## config.mk

```make
export PLATFORM = sky130hd
export DESIGN_NAME = img_loader_flat
export DESIGN_NICKNAME = d
export VERILOG_FILES = /design/src/rtl/img_loader_if.sv /design/src/rtl/img_loader.sv /design/src/flat_wrapper.sv
export SDC_FILE = /design/constraint.sdc
export NUM_CORES = 1
export LEC_CHECK = 0
export CAP_MARGIN = 20
export CORE_ASPECT_RATIO = 0.75
export CORE_MARGIN = 3
export CORE_UTILIZATION = 36
export DETAILED_ROUTE_END_ITERATION = 16
export PLACE_DENSITY = 0.72
export SLEW_MARGIN = 10
export SYNTH_ARGS = -nofsm -noshare
export SYNTH_HDL_FRONTEND = slang
export SYNTH_SLANG_ARGS = --single-unit
```

## constraint.sdc

```tcl
create_clock -name clk -period 5.54 [get_ports clk]
set_input_delay 0.554 -clock clk [delete_from_list [all_inputs] [get_ports clk]]
set_output_delay 0.554 -clock clk [all_outputs]
set_load 0.005 [all_outputs]
```

## src/rtl/img_loader_if.sv

```systemverilog
`default_nettype none
// +----------------------------------------------------------------------+
// | img_loader_if : pixel stream, frame memory and accelerator handshake |
// | Rev 1.0                                                              |
// +----------------------------------------------------------------------+
interface img_loader_if;
  logic [7:0]  pix_data;
  logic        pix_valid;
  logic        pix_last;
  logic        pix_ready;
  logic [15:0] addr;
  logic [31:0] dataW;
  logic        en;
  logic        we;
  logic        start;
  logic        finish;
  logic        frame_done;
  logic        err;

  // master: pixel source / memory / accelerator environment
  modport master (
    output pix_data, pix_valid, pix_last, finish,
    input  pix_ready, addr, dataW, en, we, start, frame_done, err
  );

  // slave: the loader itself
  modport slave (
    input  pix_data, pix_valid, pix_last, finish,
    output pix_ready, addr, dataW, en, we, start, frame_done, err
  );
endinterface
`default_nettype wire

```

## src/rtl/img_loader.sv

```systemverilog
`default_nettype none
// +----------------------------------------------------------------------+
// | img_loader : packs raster pixel bytes into 32-bit words, writes the  |
// | frame to memory, then launches the accelerator and waits for it.     |
// | Rev 1.0                                                              |
// +----------------------------------------------------------------------+
module img_loader #(
  parameter int IMG_WORDS = 25344,
  parameter int BASE_ADDR = 0
) (
  input wire logic    clk,
  input wire logic    reset,
  img_loader_if.slave bus
);

  localparam int              WC_W      = (IMG_WORDS > 1) ? $clog2(IMG_WORDS) : 1;
  localparam logic [WC_W-1:0] LAST_WORD = WC_W'(IMG_WORDS - 1);

  localparam logic [2:0] FILL     = 3'd0;
  localparam logic [2:0] WRITE    = 3'd1;
  localparam logic [2:0] KICK     = 3'd2;
  localparam logic [2:0] WAIT_ACC = 3'd3;
  localparam logic [2:0] DONE     = 3'd4;

  logic [2:0]      r_state;
  logic [1:0]      r_byte_cnt;
  logic [WC_W-1:0] r_word_cnt;
  logic [31:0]     r_lanes;
  logic            r_err;

  logic            w_final_byte;
  logic [15:0]     w_addr;

  assign w_final_byte = (r_byte_cnt == 2'd3) && (r_word_cnt == LAST_WORD);
  assign w_addr       = 16'(BASE_ADDR) + 16'(r_word_cnt);

  always_ff @(posedge clk or negedge reset) begin
    if (!reset) begin
      r_state    <= FILL;
      r_byte_cnt <= 2'd0;
      r_word_cnt <= '0;
      r_lanes    <= 32'd0;
      r_err      <= 1'b0;
    end else begin
      case (r_state)
        FILL: begin
          if (bus.pix_valid) begin
            r_lanes[{r_byte_cnt, 3'b000} +: 8] <= bus.pix_data;
            r_byte_cnt <= r_byte_cnt + 2'd1;
            // pix_last must coincide exactly with the last byte of the frame
            if (bus.pix_last != w_final_byte) begin
              r_err <= 1'b1;
            end
            if (r_byte_cnt == 2'd3) begin
              r_state <= WRITE;
            end
          end
        end
        WRITE: begin
          if (r_word_cnt == LAST_WORD) begin
            r_word_cnt <= '0;
            r_state    <= KICK;
          end else begin
            r_word_cnt <= r_word_cnt + WC_W'(1);
            r_state    <= FILL;
          end
        end
        KICK: begin
          r_state <= WAIT_ACC;
        end
        WAIT_ACC: begin
          if (bus.finish) begin
            r_state <= DONE;
          end
        end
        DONE: begin
          r_byte_cnt <= 2'd0;
          r_word_cnt <= '0;
          r_state    <= FILL;
        end
        default: begin
          r_state <= FILL;
        end
      endcase
    end
  end

  // Outputs decode straight from state so reset forces them without a clock
  assign bus.pix_ready  = (r_state == FILL);
  assign bus.en         = (r_state == WRITE);
  assign bus.we         = (r_state == WRITE);
  assign bus.addr       = (r_state == WRITE) ? w_addr  : 16'd0;
  assign bus.dataW      = (r_state == WRITE) ? r_lanes : 32'd0;
  assign bus.start      = (r_state == KICK);
  assign bus.frame_done = (r_state == DONE);
  assign bus.err        = r_err;

endmodule
`default_nettype wire

```

## src/flat_wrapper.sv

```systemverilog
// flat-port wrapper written by rule: the top's interface ports become plain ports
module img_loader_flat 
#(
  parameter int IMG_WORDS = 25344,
  parameter int BASE_ADDR = 0
)
  (clk, reset, bus_pix_data, bus_pix_valid, bus_pix_last, bus_finish, bus_pix_ready, bus_addr, bus_dataW, bus_en, bus_we, bus_start, bus_frame_done, bus_err);
  img_loader_if bus_i ();
  input wire logic clk;
  input wire logic reset;
  input wire logic [$bits(bus_i.pix_data)-1:0] bus_pix_data;
  input wire logic [$bits(bus_i.pix_valid)-1:0] bus_pix_valid;
  input wire logic [$bits(bus_i.pix_last)-1:0] bus_pix_last;
  input wire logic [$bits(bus_i.finish)-1:0] bus_finish;
  output wire logic [$bits(bus_i.pix_ready)-1:0] bus_pix_ready;
  output wire logic [$bits(bus_i.addr)-1:0] bus_addr;
  output wire logic [$bits(bus_i.dataW)-1:0] bus_dataW;
  output wire logic [$bits(bus_i.en)-1:0] bus_en;
  output wire logic [$bits(bus_i.we)-1:0] bus_we;
  output wire logic [$bits(bus_i.start)-1:0] bus_start;
  output wire logic [$bits(bus_i.frame_done)-1:0] bus_frame_done;
  output wire logic [$bits(bus_i.err)-1:0] bus_err;
  assign bus_i.pix_data = bus_pix_data;
  assign bus_i.pix_valid = bus_pix_valid;
  assign bus_i.pix_last = bus_pix_last;
  assign bus_i.finish = bus_finish;
  assign bus_pix_ready = bus_i.pix_ready;
  assign bus_addr = bus_i.addr;
  assign bus_dataW = bus_i.dataW;
  assign bus_en = bus_i.en;
  assign bus_we = bus_i.we;
  assign bus_start = bus_i.start;
  assign bus_frame_done = bus_i.frame_done;
  assign bus_err = bus_i.err;
  img_loader #(.IMG_WORDS(IMG_WORDS), .BASE_ADDR(BASE_ADDR)) u_core (.clk(clk), .reset(reset), .bus(bus_i));
endmodule
```

=== After elaboration in Yosys (flattened, before gate mapping) ===
Cells that the tools add are included.

* Register bits: 53
* Output and inout bits: 54
* Logic and storage cells: 40
* Input bits: 13

* Muxes and demuxes: 12
* Eq/ne operators: 10
* Reductions and logical operators: 8
* Shift operators: 2
* Add/sub/neg operators: 3

{| class="wikitable"
|+ Operator list
! cell !! count
|-
| $bwmux 32 || 1
|-
| $mux 32 || 1
|-
| $shift 8x7->32 const A || 1
|-
| $shiftx 8x7->32 || 1
|-
| $mux 15 || 2
|-
| $pmux 15 s2 || 1
|-
| $add 15x1->15 const B || 1
|-
| $eq 15x15->1 const B || 1
|-
| $pmux 3 s4 || 1
|-
| $mux 3 || 3
|-
| $neg 5->7 || 1
|-
| $eq 3x2->1 const B || 2
|-
| $reduce_and 3->1 || 2
|-
| $mux 2 || 2
|-
| $ne 2x2->1 const B || 2
|-
| $pmux 2 s2 || 1
|-
| $reduce_and 2->1 || 2
|-
| $reduce_bool 2->1 || 2
|-
| $eq 3x1->1 const B || 1
|-
| $eq 3x3->1 const B || 1
|-
| $logic_not 3->1 || 1
|-
| $add 2x1->2 const B || 1
|-
| $eq 2x2->1 const B || 1
|-
| $ne 2x1->1 const B || 1
|-
| 2 further kinds || 2
|}

=== Longest topological paths before layout ===
Gate-level depths: netlist (run 1).

* Word-level depth: 4
* Mapped depth: 8
* Depth with buffers taken out: 5

=== Worst setup path after synthesis (run 1) ===
No wires, ideal clock.

* Kind: register to output
* Start: reg u_core.r_state[2]
* End: out bus_addr[0]
* Setup slack: 3.502 ns
* Buffers on the path: 4
* Cell stages (with the launch flop): 8
* Required time: 4.986 ns
* Arrival time: 1.484 ns
* Path through: dfrtp_1 buf_6 or3b_1 buf_2 inv_2 buf_4 clkbuf_2 and2_1

* Cells in the longest elaborated chain, start to end: 2

{| class="wikitable"
|+ RTL lines
! item !! line !! source
|-
| from (decl) || img_loader.sv:25 || <nowiki>logic [2:0] r_state;</nowiki>
|-
| from (signal assigned) || img_loader.sv:39 || <nowiki>r_state <= FILL;</nowiki>
|-
| from (signal assigned) || img_loader.sv:55 || <nowiki>r_state <= WRITE;</nowiki>
|-
| from (signal assigned) || img_loader.sv:62 || <nowiki>r_state <= KICK;</nowiki>
|-
| $eq 3x1->1 || img_loader.sv:92 || <nowiki>assign bus.addr = (r_state == WRITE) ? w_addr : 16'd0;</nowiki>
|-
| $mux 15 || img_loader.sv:92 ||
|-
| to (decl) || flat_wrapper.sv:16 || <nowiki>output wire logic [$bits(bus_i.addr)-1:0] bus_addr;</nowiki>
|}

No other way between the ends.

=== Final worst setup path (run 1) ===
* Start: reg u_core.r_state[0]
* End: out bus_dataW[8]

* Cells in the longest elaborated chain, start to end: 2

{| class="wikitable"
|+ RTL lines
! item !! line !! source
|-
| $eq 3x1->1 || img_loader.sv:93 || <nowiki>assign bus.dataW = (r_state == WRITE) ? r_lanes : 32'd0;</nowiki>
|-
| $mux 32 || img_loader.sv:93 ||
|-
| to (decl) || flat_wrapper.sv:17 || <nowiki>output wire logic [$bits(bus_i.dataW)-1:0] bus_dataW;</nowiki>
|}

No other way between the ends.

==> impl_metrics.env, run 1 <==
export IMPL_outcome="completed"
export IMPL_path_clk_slew_ps=90
export IMPL_synth_warnings=0
export IMPL_power_density_nw_per_um2=334
export IMPL_grt_overflow=0
export IMPL_nFillCells=749
export IMPL_worst_endpoint_arrival_ps=2880
export IMPL_fin_nets=408
export IMPL_hold_viol_final=0
export IMPL_syn_nets=356
export IMPL_ctsHoldBuffers=0
export IMPL_totalWireLength_um=6970
export IMPL_async_flop_share=1.00
export IMPL_grt_pass1_vias=2297
export IMPL_crit_type="reg2out"
export IMPL_fin_crit_ps=3430
export IMPL_grt_pass1_wl_um=11500
export IMPL_synth_edf_count=0
export IMPL_crit_chain="or3b_1 -> inv_2 -> and2_1 -> clkdlybuf4s50_1"
export IMPL_placed_cells=482
export IMPL_avgSynthCellArea_um2=8.59
export IMPL_vias=2460
export IMPL_vdd_drop_max_mv=0.147
export IMPL_clkLatencyLatePin_ps=310
export IMPL_drv_cap=0
export IMPL_io_buffer_count=65
export IMPL_cts_root_buf="clkbuf_8"
export IMPL_ctsResizeCount=0
export IMPL_tightestPinTransition_ps=986
export IMPL_netlist_area_um2=2890
export IMPL_crit_family="buffers and inverters"
export IMPL_startpoint_type="register"
export IMPL_syn_inst=336
export IMPL_cts_sinks=53
export IMPL_core_um2=7570
export IMPL_fmax_ghz=0.292
export IMPL_grt_setup_unrepaired="no"
export IMPL_synth_seq_cells=53
export IMPL_via_per_inst=5.02
export IMPL_start_util=0.382
export IMPL_multiInputGateArea_um2=1410
export IMPL_grt_max_degree=60
export IMPL_gp_congestion=0.789
export IMPL_tns_ps=0
export IMPL_drt_pass1_iterations=4
export IMPL_setup_violations=0
export IMPL_crit_path_end_kind="primary output"
export IMPL_ant_nets=0
export IMPL_drt_iter0_markers=80
export IMPL_cts_buffers=5
export IMPL_fin_cells=490
export IMPL_drc=0
export IMPL_drive_above_1_share=0.0360
export IMPL_diodes=0
export IMPL_dpl_hpwl_um=4920
export IMPL_crit_slowest_cell="inv_2"
export IMPL_antenna_found_initial=0
export IMPL_tritoncts="yes"
export IMPL_die_w_um=109
export IMPL_num_io_pins=67
export IMPL_post_drt_wl_per_cell_um=14.2
export IMPL_dieArea_um2=9140
export IMPL_cts_setup_buffers=0
export IMPL_worstPathRequired_ps=4990
export IMPL_grt_usage=0.156
export IMPL_timing_final_max_slew_violations=0
export IMPL_syn_to_final_growth_pct=25.7
export IMPL_crit_buf_inv=2
export IMPL_seq_area_um2=1330
export IMPL_hold_class="in2async"
export IMPL_power_leakage_nw=1.49
export IMPL_ys_flop_type="dfrtp_1"
export IMPL_relSlewSlack=0.341
export IMPL_cpPeakStageDelay_ps=670
export IMPL_cts_buffer_depth=2
export IMPL_synth_seq_area_share=0.459
export IMPL_clock_skew_ps=8.12
export IMPL_num_rows=27
export IMPL_ys_types=42
export IMPL_htreeDepth=2
export IMPL_cp_max_fo=59
export IMPL_finalCritPeriodShare=0.619
export IMPL_dieHeight_um=83.6
[flip-flops by register name (all words and copies together), names as in the netlist]
signal             flops
u_core.r_lanes        32
u_core.r_state         3
u_core.r_word_cnt     15
u_core.bus.err         1
u_core.r_byte_cnt      2
[worst paths after layout]
kind | from | endpoint | slack, ps | depth (start not counted)
min in group clk | u_core.r_lanes[27] | u_core.r_lanes[27] | 480 | 2
setup reg to reg | u_core.r_state[0] | u_core.r_word_cnt[3] | 2970 | 5
hold / removal | reset | u_core.r_word_cnt[7] | 360 | 2
hold reg to reg | u_core.r_lanes[27] | u_core.r_lanes[27] | 480 | 2
setup / recovery | u_core.r_state[0] | bus_dataW[8] | 2110 | 4
max in group asynchronous | reset | u_core.r_lanes[17] | 4730 | 2
[metrics by stage]
step	power, W	utilization	instance area [um2]	hold WS, ps	setup WS, ps
floorplan	0.000866	-	2890	258	3500
global placement	0.000990	0.468	3540	456	2500
detailed placement	0.00101	0.468	3540	465	2450
CTS	0.00123	0.480	3630	386	2100
global route	0.00132	0.480	3630	416	1920
finish	0.00121	0.480	3630	365	2110
[worst register-to-register path, delay by kind of cell, from the launching register on]
family          cells  cell delay (ps)
compound gates      2              350
buf+inv             1              670
flops               1              510
simple gates        2              930
[Yosys cell counts (all sizes together) (6+ instances only)]
| library cell | count | share of area |
|---|---|---|
| nand2 | 82 | 0.11 |
| inv | 7 | 0.0091 |
| ha | 7 | 0.030 |
| dfrtp | 53 | 0.46 |
| a31oi | 6 | 0.013 |
| o21ai | 44 | 0.076 |
| nand4 | 10 | 0.022 |
| nor2 | 10 | 0.014 |
| buf | 15 | 0.034 |
| nand3 | 7 | 0.012 |
| clkbuf | 6 | 0.0087 |
| nor3b | 7 | 0.018 |
| and2 | 45 | 0.097 |
[kinds of logic after synthesis]
kind of cell | count (synthesis) | share of synthesized area
buffers and inverters | 28 | 0.0520
AND/OR/NAND/NOR | 182 | 0.329
adder cells (fa/ha/maj) | 7 | 0.0303
flip-flops | 53 | 0.459
other | 1 | 0.00130
multiplexers | 2 | 0.00737
XOR/XNOR | 2 | 0.00607
AO/OA/AOI/OAI | 61 | 0.115
[cell type report]
| type | instances | share of cell area |
|---|---|---|
| Clock buffer | 5 | 0.0190 |
| Timing Repair Buffer | 66 | 0.180 |
| Clock inverter | 3 | 0.00483 |
| Inverter | 7 | 0.00724 |
| Multi-Input combinational cell | 255 | 0.389 |
| Sequential cell | 53 | 0.365 |
| Tap cell | 101 | 0.0348 |
[where the power goes]
part	internal (W)	switching (W)	leakage, nW
Sequential	0.000497	0.0000797	0.718
Clock	0.0000875	0.000126	0.0439
Combinational	0.000166	0.000257	0.731
Total	0.000750	0.000463	1.49
[layer usage]
layer | GRT usage | up-vias | wire length [um]
li1 | - | 1239 | -
met1 | 0.242 | 1140 | 3470
met2 | 0.219 | 74 | 3020
met3 | 0.0302 | 7 | 414
met4 | 0.0430 | 0 | 72
met5 | 0 | - | 0
[cells in the final DEF (no fill, tap or decap), drive strengths merged, types with 2 or more instances in the layout]
cell / n
nor3: 3
nand4: 10
a31oi: 6
nand3b: 3
nand3: 7
xor2: 2
and4: 3
and2: 45
nor2: 10
nand2: 82
o31ai: 2
clkinv: 2
and3: 2
nor3b: 7
clkdlybuf4s50: 64
buf: 2
a21oi: 5
ha: 7
o21ai: 44
inv: 7
or4: 3
dfrtp: 53
clkbuf: 5
No activity file was read; power rests on OpenSTA's default activity.
==> inputs of run 2 (changes only) <==
Settings changed: PLACE_DENSITY 0.72 to 0.74.
Clock period 5.54 ns to 3.1 ns, I/O delays scaled along.
==> run 2 against run 1 <==
Sequential share of layout area decreased by 0.42 points. Largest cell class unchanged. Critical endpoint is now bus_dataW[5]. Highest routed layer unchanged. Via count is essentially flat. Routed wire length is 0.96% lower. Non-clock buffer count up 2.
==> impl_metrics.env, run 2 (synthesized netlist as in run 1, its figures left out) <==
export IMPL_totalWireLength_um=6900
export IMPL_worstPathRequired_ps=2790
export IMPL_diodes=0
export IMPL_tns_ps=0
export IMPL_cts_root_buf="clkbuf_8"
export IMPL_placed_cells=484
export IMPL_cts_buffers=5
export IMPL_startpoint_type="register"
export IMPL_antenna_found_initial=0
export IMPL_setup_violations=0
export IMPL_num_io_pins=67
export IMPL_clkLatencyLatePin_ps=300
export IMPL_grt_pass1_vias=2267
export IMPL_final_cell_mix="82 x nand2_1, 64 x clkdlybuf4s50_1, 53 x dfrtp_1"
export IMPL_tightestPinTransition_ps=883
export IMPL_gp_congestion=0.831
export IMPL_total_power_w=0.00222
export IMPL_num_rows=27
export IMPL_drt_pass1_iterations=5
export IMPL_htreeDepth=2
export IMPL_die_w_um=109
export IMPL_crit_type="reg2out"
export IMPL_io_buffer_count=65
export IMPL_fin_cells=492
export IMPL_hold_viol_final=0
export IMPL_drc=0
export IMPL_via_per_inst=5.00
export IMPL_grt_usage=0.156
export IMPL_cp_max_fo=59
export IMPL_timing_final_max_slew_violations=0
export IMPL_grt_setup_unrepaired="no"
export IMPL_largest_reg_flops=32
export IMPL_cts_buffer_depth=2
export IMPL_worst_endpoint_arrival_ps=2200
export IMPL_tritoncts="yes"
export IMPL_fin_crit_ps=2510
export IMPL_hold_class="in2async"
export IMPL_postLayoutCellArea_um2=3670
export IMPL_cts_sinks=53
export IMPL_path_clk_slew_ps=100
export IMPL_fmax_ghz=0.399
export IMPL_vdd_drop_max_mv=0.263
export IMPL_start_util=0.382
export IMPL_finalCritPeriodShare=0.809
export IMPL_vias=2461
export IMPL_ctsResizeCount=0
export IMPL_ctsHoldBuffers=0
export IMPL_clock_skew_ps=9.33
export IMPL_fin_nets=410
export IMPL_ant_nets=0
export IMPL_postPlaceCellArea_um2=3570
export IMPL_drv_cap=0
export IMPL_grt_overflow=0
export IMPL_final_common_cell="nand2_1"
export IMPL_grt_pass1_wl_um=11600
export IMPL_crit_path_end_kind="primary output"
export IMPL_power_leakage_nw=1.52
export IMPL_outcome="completed"
export IMPL_top_regs="u_core.r_lanes (32), u_core.r_word_cnt (15), u_core.r_state (3)"
export IMPL_core_um2=7570
export IMPL_grt_max_degree=60
export IMPL_post_drt_wl_per_cell_um=14.0
export IMPL_cts_setup_buffers=0
export IMPL_relSlewSlack=0.410
export IMPL_syn_to_final_growth_pct=27.2
export IMPL_dieHeight_um=83.6
export IMPL_drt_iter0_markers=143
export IMPL_power_density_nw_per_um2=606
export IMPL_dieArea_um2=9140
export IMPL_regMostFlops="u_core.r_lanes"
export IMPL_fin_util=0.485
export IMPL_drive_above_1_share=0.0409
export IMPL_dpl_hpwl_um=5100
## run 2: cell types whose count changed in the layout (fill, tap and decap cells not counted), sizes merged
| cell | delta |
|---|---|
| clkinv | -1 |
| clkbuf | +2 |
| buf | +2 |
| clkinvlp | -1 |
## run 2: final cells by class
class | instances | area, um2
fill | 757 | 3890
multi-input combinational | 255 | 1410
sequential | 53 | 1330
clock inverter | 1 | 5.00
tap | 101 | 126
clock buffer | 7 | 96.3
timing repair buffer | 68 | 681
inverter | 7 | 26.3
## run 2: metal layers
metal | vias to the layer above | GRT usage | share of wire
met3 | 5 | 0.0286 | 0.049
li1 | 1243 | - | -
met2 | 68 | 0.220 | 0.44
met4 | 0 | 0.0340 | 0.0083
met1 | 1145 | 0.244 | 0.51
met5 | - | 0 | 0
## run 2: where the power goes
part / internal (W) / switching, W
clock: 0.000202 / 0.000215
combinational: 0.000316 / 0.000460
sequential: 0.000888 / 0.000142
## run 2: worst paths after layout
| check | from | end | slack (ps) | cells past startpoint |
|---|---|---|---|---|
| min reg2reg | u_core.r_lanes[17] | u_core.r_lanes[17] | 480 | 2 |
| min | reset | u_core.r_lanes[2] | 90 | 1 |
| max reg2reg | u_core.r_byte_cnt[0] | u_core.r_lanes[5] | 910 | 5 |
| max | u_core.r_state[0] | bus_dataW[5] | 590 | 5 |
| min in group clk | u_core.r_lanes[17] | u_core.r_lanes[17] | 480 | 2 |
| max in group asynchronous | reset | u_core.r_byte_cnt[1] | 2260 | 2 |
## run 2: metrics by stage
step | hold WS (ps) | setup slack, ps
2_1_floorplan | 14.4 | 1310
3_3_place_gp | 424 | 927
3_5_place_dp | 435 | 906
4_1_cts | 109 | 558
5_1_grt | 144 | 439
6_report | 86.4 | 592
## run 2: worst max-delay path, cell delays in order (launching register included)
cell	delay [ps]
dfrtp_1	500
or3b_1	410
inv_2	80
buf_12	210
and2_1	190
clkdlybuf4s50_1	510
==> inputs of run 3 (changes only) <==
Settings changed: PLACE_DENSITY 0.74 to 0.72.
Clock period 3.1 ns to 2.6 ns, I/O delays scaled along.
==> run 3 against run 2 <==
Routed wire length grew 2.1%. Critical path type unchanged. Worst hold slack improved by 370 ps. Utilization rose by 0.81 points.
==> impl_metrics.env, run 3 (synthesized netlist as in run 1, its figures left out) <==
export IMPL_outcome="completed"
export IMPL_core_um2=7570
export IMPL_vdd_drop_max_mv=0.349
export IMPL_num_io_pins=67
export IMPL_dieHeight_um=83.6
export IMPL_setup_violations=0
export IMPL_timing_rr_start="u_core.r_word_cnt[10]"
export IMPL_nFillCells=741
export IMPL_dieArea_um2=9140
export IMPL_power_density_nw_per_um2=747
export IMPL_fmax_ghz=0.406
export IMPL_finalCritPeriodShare=0.947
export IMPL_rrSetupSlack_ps=510
export IMPL_totalWireLength_um=7050
export IMPL_total_power_w=0.00279
export IMPL_r2r_end="u_core.r_word_cnt[7]"
export IMPL_hold_class="in2async"
export IMPL_antenna_found_initial=0
export IMPL_post_drt_wl_per_cell_um=14.1
export IMPL_ant_nets=0
export IMPL_grt_overflow=0
export IMPL_crit_type="reg2out"
export IMPL_cts_buffers=5
export IMPL_drive_above_1_share=0.0528
export IMPL_vias=2475
export IMPL_tns_ps=0
export IMPL_worst_endpoint_arrival_ps=2200
export IMPL_drv_cap=0
export IMPL_final_common_cell="nand2_1"
export IMPL_regMostFlops="u_core.r_lanes"
export IMPL_dpl_hpwl_um=5080
export IMPL_grt_pass1_vias=2394
export IMPL_diodes=0
export IMPL_top_regs="u_core.r_lanes (32), u_core.r_word_cnt (15), u_core.r_state (3)"
export IMPL_gp_congestion=0.798
export IMPL_die_w_um=109
export IMPL_drc=0
export IMPL_cts_root_buf="clkbuf_8"
export IMPL_relSlewSlack=0.564
export IMPL_drt_iter0_markers=219
export IMPL_final_cell_mix="82 x nand2_1, 64 x clkdlybuf4s50_1, 53 x dfrtp_1"
export IMPL_startpoint_type="register"
export IMPL_worstPathRequired_ps=2340
export IMPL_reg2reg_depth=4
export IMPL_fin_nets=417
export IMPL_hold_viol_final=0
export IMPL_holdWs_ps=454
export IMPL_io_buffer_count=65
export IMPL_via_per_inst=4.96
export IMPL_num_rows=27
export IMPL_fin_util=0.493
export IMPL_grt_usage=0.159
export IMPL_tightestPinTransition_ps=653
export IMPL_grt_max_degree=37
export IMPL_clock_skew_ps=5.99
export IMPL_grt_pass1_wl_um=11800
export IMPL_fin_crit_ps=2460
export IMPL_tritoncts="yes"
export IMPL_crit_path_end_kind="primary output"
export IMPL_syn_to_final_growth_pct=29.3
export IMPL_postPlaceCellArea_um2=3600
export IMPL_cp_max_fo=36
export IMPL_start_util=0.382
export IMPL_drt_pass1_iterations=4
export IMPL_postLayoutCellArea_um2=3730
export IMPL_grt_setup_unrepaired="no"
export IMPL_path_clk_slew_ps=100
export IMPL_cts_buffer_depth=2
export IMPL_largest_reg_flops=32
export IMPL_clkLatencyLatePin_ps=300
export IMPL_power_leakage_nw=1.55
export IMPL_htreeDepth=2
export IMPL_timing_final_max_slew_violations=0
export IMPL_cts_sinks=53
-- run 3: repair_timing --
action                     CTS  global route
gates resized for setup      0             1
hold buffers                 1             0
setup endpoints to repair    0            23
hold endpoints to repair    21             0
setup buffers                0             0
-- run 3: how the worst max path moves through the flow --
stage                                 start       endpoint  cells after the start
final                     u_core.r_state[2]    bus_addr[6]                      5
after global routing      u_core.r_state[0]  bus_dataW[19]                      5
after CTS                 u_core.r_state[2]    bus_addr[6]                      5
after detailed placement  u_core.r_state[2]    bus_addr[6]                      5
after global placement    u_core.r_state[2]  bus_dataW[19]                      5
after floorplan           u_core.r_state[2]    bus_addr[0]                      7
-- run 3: area by class of cell --
type | instances | area, um2 | share of cell area
Clock buffer | 7 | 86.3 | 0.0231
Clock inverter | 1 | 30.0 | 0.00804
Inverter | 7 | 26.3 | 0.00704
Multi-Input combinational cell | 255 | 1410 | 0.378
Sequential cell | 53 | 1330 | 0.355
Tap cell | 101 | 126 | 0.0338
Timing Repair Buffer | 75 | 727 | 0.195
-- run 3: stage by stage --
step / std cells / worst slack, ps
2_1_floorplan: 336 / 856
3_3_place_gp: 490 / 448
3_5_place_dp: 490 / 383
4_1_cts: 499 / 39.7
5_1_grt: 499 / 25.2
6_report: 499 / 138
-- run 3: critical path, cell delays in order, from the launching register on --
cell,delay (ps)
dfrtp_1,480
or3b_1,440
inv_2,80
buf_6,220
and2_1,170
clkdlybuf4s50_1,510
-- run 3: power by group --
group,leakage [nW],internal (W),total [W],switching (W)
Clock,0.0585,0.000314,0.000578,0.000264
Sequential,0.718,0.00106,0.00123,0.000168
Combinational,0.778,0.000421,0.000983,0.000562
Total,1.55,0.00179,0.00279,0.000995
-- run 3: metal layers --
layer | share of wire | wire [um] | GRT usage | vias to the layer above
met5 | 0 | 0 | 0 | -
met4 | 0.0071 | 50 | 0.0408 | 0
met1 | 0.52 | 3640 | 0.238 | 1140
met3 | 0.057 | 403 | 0.0271 | 4
met2 | 0.42 | 2960 | 0.236 | 78
li1 | - | - | - | 1253
